File: src/rtl/imm_splitter_if.sv
// Handshake bundle between the constant source, the immediate splitter and the instruction builder.
// The slave modport is the splitter's view; the master modport is the driver/consumer side.
interface imm_splitter_if;
  logic        in_valid;
  logic        in_ready;
  logic [31:0] in_value;
  logic        out_valid;
  logic        out_ready;
  logic [15:0] out_imm;
  logic [1:0]  out_eop;
  logic        out_last;

  modport slave (
    input  in_valid, in_value, out_ready,
    output in_ready, out_valid, out_imm, out_eop, out_last
  );

  modport master (
    output in_valid, in_value, out_ready,
    input  in_ready, out_valid, out_imm, out_eop, out_last
  );
endinterface

File: src/rtl/imm_splitter.sv
// Splits a 32-bit constant into one or two (imm16, EOp) beats that the immediate
// extender rebuilds: a single EOp form where possible, otherwise lui + ori.
module imm_splitter #(
  parameter int unsigned CNT_W       = 16,
  parameter bit          ALLOW_SHIFT = 1'b1
) (
  input  logic             clk,
  input  logic             reset,
  imm_splitter_if.slave    bus,
  output logic [CNT_W-1:0] value_cnt,
  output logic [CNT_W-1:0] split_cnt
);

  localparam int unsigned IMM_W = 16;
  localparam int unsigned EOP_W = 2;

  localparam logic [EOP_W-1:0] EOP_SEXT  = 2'b00;
  localparam logic [EOP_W-1:0] EOP_ZEXT  = 2'b01;
  localparam logic [EOP_W-1:0] EOP_LUI   = 2'b10;
  localparam logic [EOP_W-1:0] EOP_SHIFT = 2'b11;

  typedef enum logic [1:0] {IDLE, SINGLE, HI, LO} state_t;

  state_t           state_q, state_d;
  logic [IMM_W-1:0] imm_q, imm_d;
  logic [EOP_W-1:0] eop_q, eop_d;
  logic             last_q, last_d;
  logic [IMM_W-1:0] lo_q, lo_d;
  logic [CNT_W-1:0] value_cnt_q, value_cnt_d;
  logic [CNT_W-1:0] split_cnt_q, split_cnt_d;

  logic             out_valid_c;
  logic             out_fire_c;
  logic             in_ready_c;
  logic             in_fire_c;

  state_t           ld_state_c;
  logic [IMM_W-1:0] ld_imm_c;
  logic [EOP_W-1:0] ld_eop_c;
  logic             ld_last_c;

  assign out_valid_c = (state_q != IDLE);
  assign out_fire_c  = out_valid_c & bus.out_ready;
  assign in_ready_c  = (state_q == IDLE) | (out_fire_c & last_q);
  assign in_fire_c   = bus.in_valid & in_ready_c;

  // Classify the incoming constant; first matching form wins.
  always_comb begin
    logic [31:0] v;
    v          = bus.in_value;
    ld_state_c = SINGLE;
    ld_imm_c   = v[15:0];
    ld_eop_c   = EOP_SEXT;
    ld_last_c  = 1'b1;
    if ((&v[31:15]) || !(|v[31:15])) begin
      ld_eop_c = EOP_SEXT;
    end else if (!(|v[31:16])) begin
      ld_eop_c = EOP_ZEXT;
    end else if (!(|v[15:0])) begin
      ld_eop_c = EOP_LUI;
      ld_imm_c = v[31:16];
    end else if (ALLOW_SHIFT && !(|v[1:0]) && ((&v[31:17]) || !(|v[31:17]))) begin
      ld_eop_c = EOP_SHIFT;
      ld_imm_c = v[17:2];
    end else begin
      ld_state_c = HI;
      ld_eop_c   = EOP_LUI;
      ld_imm_c   = v[31:16];
      ld_last_c  = 1'b0;
    end
  end

  always_comb begin
    state_d     = state_q;
    imm_d       = imm_q;
    eop_d       = eop_q;
    last_d      = last_q;
    lo_d        = lo_q;
    value_cnt_d = value_cnt_q;
    split_cnt_d = split_cnt_q;

    unique case (state_q)
      IDLE: begin
        if (in_fire_c) begin
          state_d = ld_state_c;
          imm_d   = ld_imm_c;
          eop_d   = ld_eop_c;
          last_d  = ld_last_c;
          lo_d    = bus.in_value[15:0];
        end
      end
      HI: begin
        if (out_fire_c) begin
          state_d = LO;
          imm_d   = lo_q;
          eop_d   = EOP_ZEXT;
          last_d  = 1'b1;
        end
      end
      SINGLE, LO: begin
        // Final beat leaving; a waiting constant is loaded in the same cycle.
        if (out_fire_c) begin
          state_d = IDLE;
          if (in_fire_c) begin
            state_d = ld_state_c;
            imm_d   = ld_imm_c;
            eop_d   = ld_eop_c;
            last_d  = ld_last_c;
            lo_d    = bus.in_value[15:0];
          end
        end
      end
      default: state_d = IDLE;
    endcase

    if (out_fire_c && last_q) begin
      value_cnt_d = value_cnt_q + CNT_W'(1);
    end
    if (out_fire_c && (state_q == LO)) begin
      split_cnt_d = split_cnt_q + CNT_W'(1);
    end
  end

  always_ff @(posedge clk or posedge reset) begin
    if (reset) begin
      state_q     <= IDLE;
      imm_q       <= '0;
      eop_q       <= '0;
      last_q      <= 1'b0;
      lo_q        <= '0;
      value_cnt_q <= '0;
      split_cnt_q <= '0;
    end else begin
      state_q     <= state_d;
      imm_q       <= imm_d;
      eop_q       <= eop_d;
      last_q      <= last_d;
      lo_q        <= lo_d;
      value_cnt_q <= value_cnt_d;
      split_cnt_q <= split_cnt_d;
    end
  end

  assign bus.in_ready  = in_ready_c;
  assign bus.out_valid = out_valid_c;
  assign bus.out_imm   = imm_q;
  assign bus.out_eop   = eop_q;
  assign bus.out_last  = last_q;
  assign value_cnt     = value_cnt_q;
  assign split_cnt     = split_cnt_q;

endmodule
File: src/flat_wrapper.sv
// flat-port wrapper written by rule: the top's interface ports become plain ports
module imm_splitter_flat 
#(
  parameter int unsigned CNT_W       = 16,
  parameter bit          ALLOW_SHIFT = 1'b1
)
  (clk, reset, value_cnt, split_cnt, bus_in_valid, bus_in_value, bus_out_ready, bus_in_ready, bus_out_valid, bus_out_imm, bus_out_eop, bus_out_last);
  imm_splitter_if bus_i ();
  input  logic clk;
  input  logic reset;
  output logic [CNT_W-1:0] value_cnt;
  output logic [CNT_W-1:0] split_cnt;
  input wire logic [$bits(bus_i.in_valid)-1:0] bus_in_valid;
  input wire logic [$bits(bus_i.in_value)-1:0] bus_in_value;
  input wire logic [$bits(bus_i.out_ready)-1:0] bus_out_ready;
  output wire logic [$bits(bus_i.in_ready)-1:0] bus_in_ready;
  output wire logic [$bits(bus_i.out_valid)-1:0] bus_out_valid;
  output wire logic [$bits(bus_i.out_imm)-1:0] bus_out_imm;
  output wire logic [$bits(bus_i.out_eop)-1:0] bus_out_eop;
  output wire logic [$bits(bus_i.out_last)-1:0] bus_out_last;
  assign bus_i.in_valid = bus_in_valid;
  assign bus_i.in_value = bus_in_value;
  assign bus_i.out_ready = bus_out_ready;
  assign bus_in_ready = bus_i.in_ready;
  assign bus_out_valid = bus_i.out_valid;
  assign bus_out_imm = bus_i.out_imm;
  assign bus_out_eop = bus_i.out_eop;
  assign bus_out_last = bus_i.out_last;
  imm_splitter #(.CNT_W(CNT_W), .ALLOW_SHIFT(ALLOW_SHIFT)) u_core (.clk(clk), .reset(reset), .bus(bus_i), .value_cnt(value_cnt), .split_cnt(split_cnt));
endmodule
File: config.mk
export PLATFORM = sky130hd
export DESIGN_NAME = imm_splitter_flat
export DESIGN_NICKNAME = d
export VERILOG_FILES = /design/src/rtl/imm_splitter_if.sv /design/src/rtl/imm_splitter.sv /design/src/flat_wrapper.sv
export SDC_FILE = /design/constraint.sdc
export NUM_CORES = 1
export LEC_CHECK = 0
export ABC_AREA = 1
export CAP_MARGIN = 20
export CORE_MARGIN = 3
export CORE_UTILIZATION = 45
export CTS_CLUSTER_DIAMETER = 30
export CTS_CLUSTER_SIZE = 12
export DETAILED_ROUTE_END_ITERATION = 16
export PLACE_DENSITY = 0.76
export SLEW_MARGIN = 20
export SYNTH_ARGS = -nofsm -noshare
export SYNTH_HDL_FRONTEND = slang
export SYNTH_SLANG_ARGS = --single-unit
File: constraint.sdc
create_clock -name clk -period 2.5 [get_ports clk]
set_clock_uncertainty 0.2 [all_clocks]
set_input_delay 0.625 -clock clk [delete_from_list [all_inputs] [get_ports clk]]
set_output_delay 0.625 -clock clk [all_outputs]
set_load 0.02 [all_outputs]
==> flow_summary.toml, run 1 <==
[clock_tree]
clock_path_buffers = 2
clock_insertion_delay_worst_skew_ns = 0.34
ctsHoldBuffers = 0
htree_levels = 3
cts_tree = "yes"
root_buffer = "clkbuf_8"
clk_pin_slew_ns = 0.07
numCtsBuffers = 9
numClockSinks = 69
cts.repair.resized = 5
cts_setup_buffers = 0

[setup_path]
reg2reg_slack_ns = 0.47
timing.rr.start = "u_core.state_q[0]$_DFFE_PP0P_"
worstSetupEndpointType = "primary output"
crit_path_top_delay_cell = "clkdlybuf4s50_1"
cp.required_ns = 1.67
crit_fanout = 2
start_kind = "primary input"
slowest_delay_ns = 0.48
cp_common_cell = "nand2_2"
r2r_end = "u_core.bus.out_imm[8]$_DFFE_PP0P_"
cp_cell_sequence = "clkdlybuf4s50_1 -> inv_1 -> nor2_4 -> nand2_2 -> nand2_2 -> buf_2"
crit_arrival_ns = 1.58
r2r_cells = 11
crit_type = "primary input to primary output"

[logic_synthesis]
yosysUniqueCellTypes = 31
yosysSeqAreaShare = 0.454
syn-num-nets = 539
yosys_register_bits = 69
yosys-top-cells-area = "dfrtp_1, nand2_1, nor2_1, inv_1, nand3_1"
yosysTopAreaCellShare = 0.454
syn-cell-area_um2 = 3800
netlist_instances = 501
yosys.area.top_type = "dfrtp_1"
synth-warning-count = 0
synth_area_per_cell_um2 = 7.59

[sta]
finalSetupTns_ns = 0
drv_slew = 0
rsz0062_at_grt = "false"
fin_crit_sh = 0.960
maxSlewHeadroom = 0.640
timing.final.crit_period_ns = 2.40
fmax_mhz = 417
worst_slew_pin_slew_ns = 0.539
setup_ws_ns = 0.0998
final_hold_viol_count = 0
setup_viol = 0

[power_and_ir_drop]
ir_worst_vdd_mv = 0.425
p_per_area_nw_per_um2 = 975
leakagePower_uw = 0.00258

[cells_and_area]
instances_no_fill = 712
num_antenna_cells = 0
num-fill-cells = 710
nets = 643
final_area_um2 = 5080
area_growth_pct = 33.7
drive_above_1_share = 0.108

[run]
drv_cap = 0

[die]
die-area_um2 = 9590
initial_utilization = 0.477
ios = 89
rows = 32
core_area_um2 = 7970
die_height_um = 97.9
die_w_um = 97.9

[detailed_routing]
initialDrtViolationCount = 197
vias = 3555
routedWlPerCell_um = 12.8
drt_wl_total_mm = 9.13
drc_errors = 0
antenna_left = 0
firstDrtPassIters = 4
viasPerCell = 4.99

[global_route]
grt_pass1_wl_mm = 15.6
grt_max_degree = 70
grt_pass1_vias = 3433
grt_antenna_before_repair = 0
gr-usage-all-layers = 0.196
overflow = 0

[placement]
dp.cells = 696
globalplace.congestion = 0.849
dp_slack_ns = -0.350
place_hpwl_mm = 6.93
place_area_um2 = 4880
portBuffers = 88

[min_path]
hold_path.class = "flip-flop to flip-flop"
whs_path_depth = 1
min_to = "u_core.value_cnt[15]$_DFFE_PP0P_"
hold_start = "u_core.value_cnt[15]$_DFFE_PP0P_"

[run_status]
status = "completed"
placed cells by master (no fill, tap or decap), types with 4 or more instances in the layout:
cell type          n
xnor2_1           10
inv_1             50
nor2_2             4
inv_2             10
nand2_1          148
nor2_1            65
buf_4             18
dfrtp_1           69
nand3_1           35
clkbuf_8           9
clkdlybuf4s50_1   86
xor2_1            15
a21oi_1           16
nand4_1           19
o21ai_1           16
nand2_2            6
report_power, final:
| group | total [uW] | switching [uW] | internal [uW] |
|---|---|---|---|
| clock network | 976 | 421 | 555 |
| logic | 2240 | 1300 | 948 |
| registers | 1730 | 253 | 1480 |
| total | 4950 | 1970 | 2980 |
logic make-up after synthesis:
family	after synthesis	share of synthesized area
simple gates	291	0.337
buf+inv	75	0.0846
flops	69	0.454
compound gates	37	0.0546
xor+xnor	25	0.0576
mux	2	0.00560
fa+ha+maj	2	0.00658
layer usage:
layer | global-route usage | vias to the layer above | share of wire | routed length, um
met5 | 0 | - | 0 | 0
li1 | - | 1781 | - | -
met1 | 0.263 | 1632 | 0.45 | 4140
met3 | 0.0386 | 12 | 0.059 | 540
met4 | 0.0703 | 0 | 0.017 | 154
met2 | 0.316 | 130 | 0.47 | 4290
worst max-delay path by stage:
stage / end / cells past startpoint / start
final: bus_in_ready / 6 / bus_out_ready
after global routing: u_core.bus.out_imm[0]$_DFFE_PP0P_ / 13 / bus_in_value[29]
after CTS: bus_in_ready / 6 / bus_out_ready
after detailed placement: bus_in_ready / 6 / bus_out_ready
after global placement: bus_in_ready / 6 / bus_out_ready
after floorplan: u_core.lo_q[15]$_DFFE_PP0P_ / 10 / bus_out_ready
metrics by stage:
stage / hold slack, ns / utilization / total power, uW
finish: 0.269 / 0.638 / 4950
global route: 0.281 / 0.638 / 5350
CTS: 0.272 / 0.638 / 4990
detailed placement: 0.261 / 0.612 / 4030
global placement: 0.254 / 0.612 / 3950
floorplan: 0.243 / - / 3170
flip-flops by register name, indices dropped and copies added (netlist names), named ones only:
register / count
u_core.bus.out_last: 1
u_core.value_cnt: 16
u_core.bus.out_eop: 2
u_core.lo_q: 16
u_core.bus.out_imm: 16
u_core.state_q: 1
u_core.split_cnt: 16
critical path: cells and delay by family:
| kind | cells | cell delay [ns] |
|---|---|---|
| buffers and inverters | 3 | 0.72 |
| AND/OR/NAND/NOR | 3 | 0.23 |
cells in the mapped netlist, drive strengths merged:
library cell and number:
nor3 4, a21oi 16, o21a 2, nand4 19, buf 10, dfrtp 69
mux2 1, mux2i 1, nor3b 2, a22oi 1, xnor2 10, inv 61
xor2 15, o22ai 1, ha 2, nand3 38, clkbuf 4, or2 1
o21ai 17, nor2 72, nand2 154, nand3b 1
final cells by class:
class                   count  area, um2  share of cell area
repair buffers            107       1030               0.203
multi-input cells         357       1750               0.345
well taps                 102        128              0.0251
inverters                  61        233              0.0458
clock inverters             7       90.1              0.0177
clock buffers               9        124              0.0244
flip-flops and latches     69       1730               0.340
Note: power is estimated with default switching activity, not from simulation.
==> run 2, diff against run 1 <==
Settings changed: PLACE_DENSITY 0.76 to 0.87.
==> flow_summary.toml, run 2 (synthesis gave the netlist of run 1 again) <==
[run_status]
status = "completed"

[clock_tree]
cts_setup_buffers = 0
clk_pin_slew_ns = 0.07
clock_insertion_delay_worst_skew_ns = 0.34
numClockSinks = 69
htree_levels = 3
cts_tree = "yes"
numCtsBuffers = 9
clock_path_buffers = 2
root_buffer = "clkbuf_8"

[placement]
portBuffers = 88
globalplace.congestion = 0.878
place_hpwl_mm = 7.13

[run]
drv_cap = 0

[min_path]
hold_path.class = "flip-flop to flip-flop"

[cells_and_area]
nets = 645
fin_util = 0.642
area_growth_pct = 34.6
num-fill-cells = 701
final_common_cell = "nand2_1"
final_cell_mix = "nand2_1, clkdlybuf4s50_1, dfrtp_1"
seq_area_um2 = 1730
drive_above_1_share = 0.113
multi_input_area_um2 = 1760
num_antenna_cells = 0

[detailed_routing]
firstDrtPassIters = 4
vias = 3587
drt_wl_total_mm = 9.28
antenna_left = 0
initialDrtViolationCount = 169
routedWlPerCell_um = 13.0
viasPerCell = 5.02
drc_errors = 0

[setup_path]
worstSetupEndpointType = "primary output"
cp.required_ns = 1.67
crit_arrival_ns = 1.59
start_kind = "flip-flop"
crit_type = "flip-flop to primary output"
crit_fanout = 4

[die]
ios = 89
rows = 32
die_height_um = 97.9
core_area_um2 = 7970
die-area_um2 = 9590
initial_utilization = 0.477
die_w_um = 97.9

[sta]
maxSlewHeadroom = 0.747
setup_viol = 0
rsz0062_at_grt = "false"
drv_slew = 0
fmax_mhz = 414
worst_slew_pin_slew_ns = 0.379
timing.final.crit_period_ns = 2.42
fin_crit_sh = 0.966
finalSetupTns_ns = 0
final_hold_viol_count = 0

[power_and_ir_drop]
ir_worst_vdd_mv = 0.402
p_per_area_nw_per_um2 = 972
power_uw = 4970
leakagePower_uw = 0.00258

[global_route]
overflow = 0
grt_pass1_vias = 3493
gr-usage-all-layers = 0.197
grt_pass1_wl_mm = 15.6
grt_max_degree = 70
grt_antenna_before_repair = 0
[run 2: path summary, 6_finish.rpt]
path,startpoint,cells past startpoint,slack [ns],end
max in group asynchronous,reset,3,1.24,u_core.state_q[0]$_DFFE_PP0P_
min,u_core.lo_q[0]$_DFFE_PP0P_,2,0.28,u_core.lo_q[0]$_DFFE_PP0P_
max,flip-flop,3,0.08,bus_out_valid
max reg2reg,u_core.state_q[0]$_DFFE_PP0P_,11,0.66,u_core.split_cnt[15]$_DFFE_PP0P_
min reg2reg,u_core.lo_q[0]$_DFFE_PP0P_,2,0.28,u_core.lo_q[0]$_DFFE_PP0P_
min in group asynchronous,reset,3,0.56,u_core.value_cnt[3]$_DFFE_PP0P_
[run 2: layer usage]
layer,up-vias,routed length (um),GRT usage,part of all wire
met3,12,561,0.0450,0.060
met2,131,4600,0.340,0.50
met4,0,106,0.0586,0.011
li1,1787,-,-,-
met1,1657,4010,0.245,0.43
met5,-,0,0,0
[run 2: final cells by class]
type,instances,area share
timing repair buffer,109,0.209
inverter,61,0.0455
multi-input combinational,357,0.344
sequential,69,0.338
clock inverter,6,0.0122
tap,102,0.0249
clock buffer,10,0.0269
[run 2: power breakdown]
part / internal (uW) / switching (uW) / total [uW]
Clock: 484 / 425 / 909
Combinational: 1020 / 1300 / 2320
Sequential: 1480 / 261 / 1740
Total: 2980 / 1990 / 4970
[run 2: per-stage QoR]
step / std cells / hold slack (ns) / cell area, um2 / worst slack [ns]
finish: 714 / 0.280 / 5120 / 0.0842
global route: 714 / 0.298 / 5120 / 0.0161
CTS: 714 / 0.282 / 5110 / 0.0142
detailed placement: 698 / 0.265 / 4920 / -0.359
global placement: 698 / 0.254 / 4920 / -0.358
floorplan: 501 / 0.243 / 3800 / 0.452
[run 2: what timing repair did]
action	CTS	global route
hold buffers	0	0
gates resized for setup	4	2
endpoints found under the setup margin	1	1
[run 2: worst max-delay path, stage by stage (launching register included)]
cell	delay [ns]
dfrtp_1	0.47
nor2_4	0.07
inv_2	0.11
clkdlybuf4s50_1	0.61
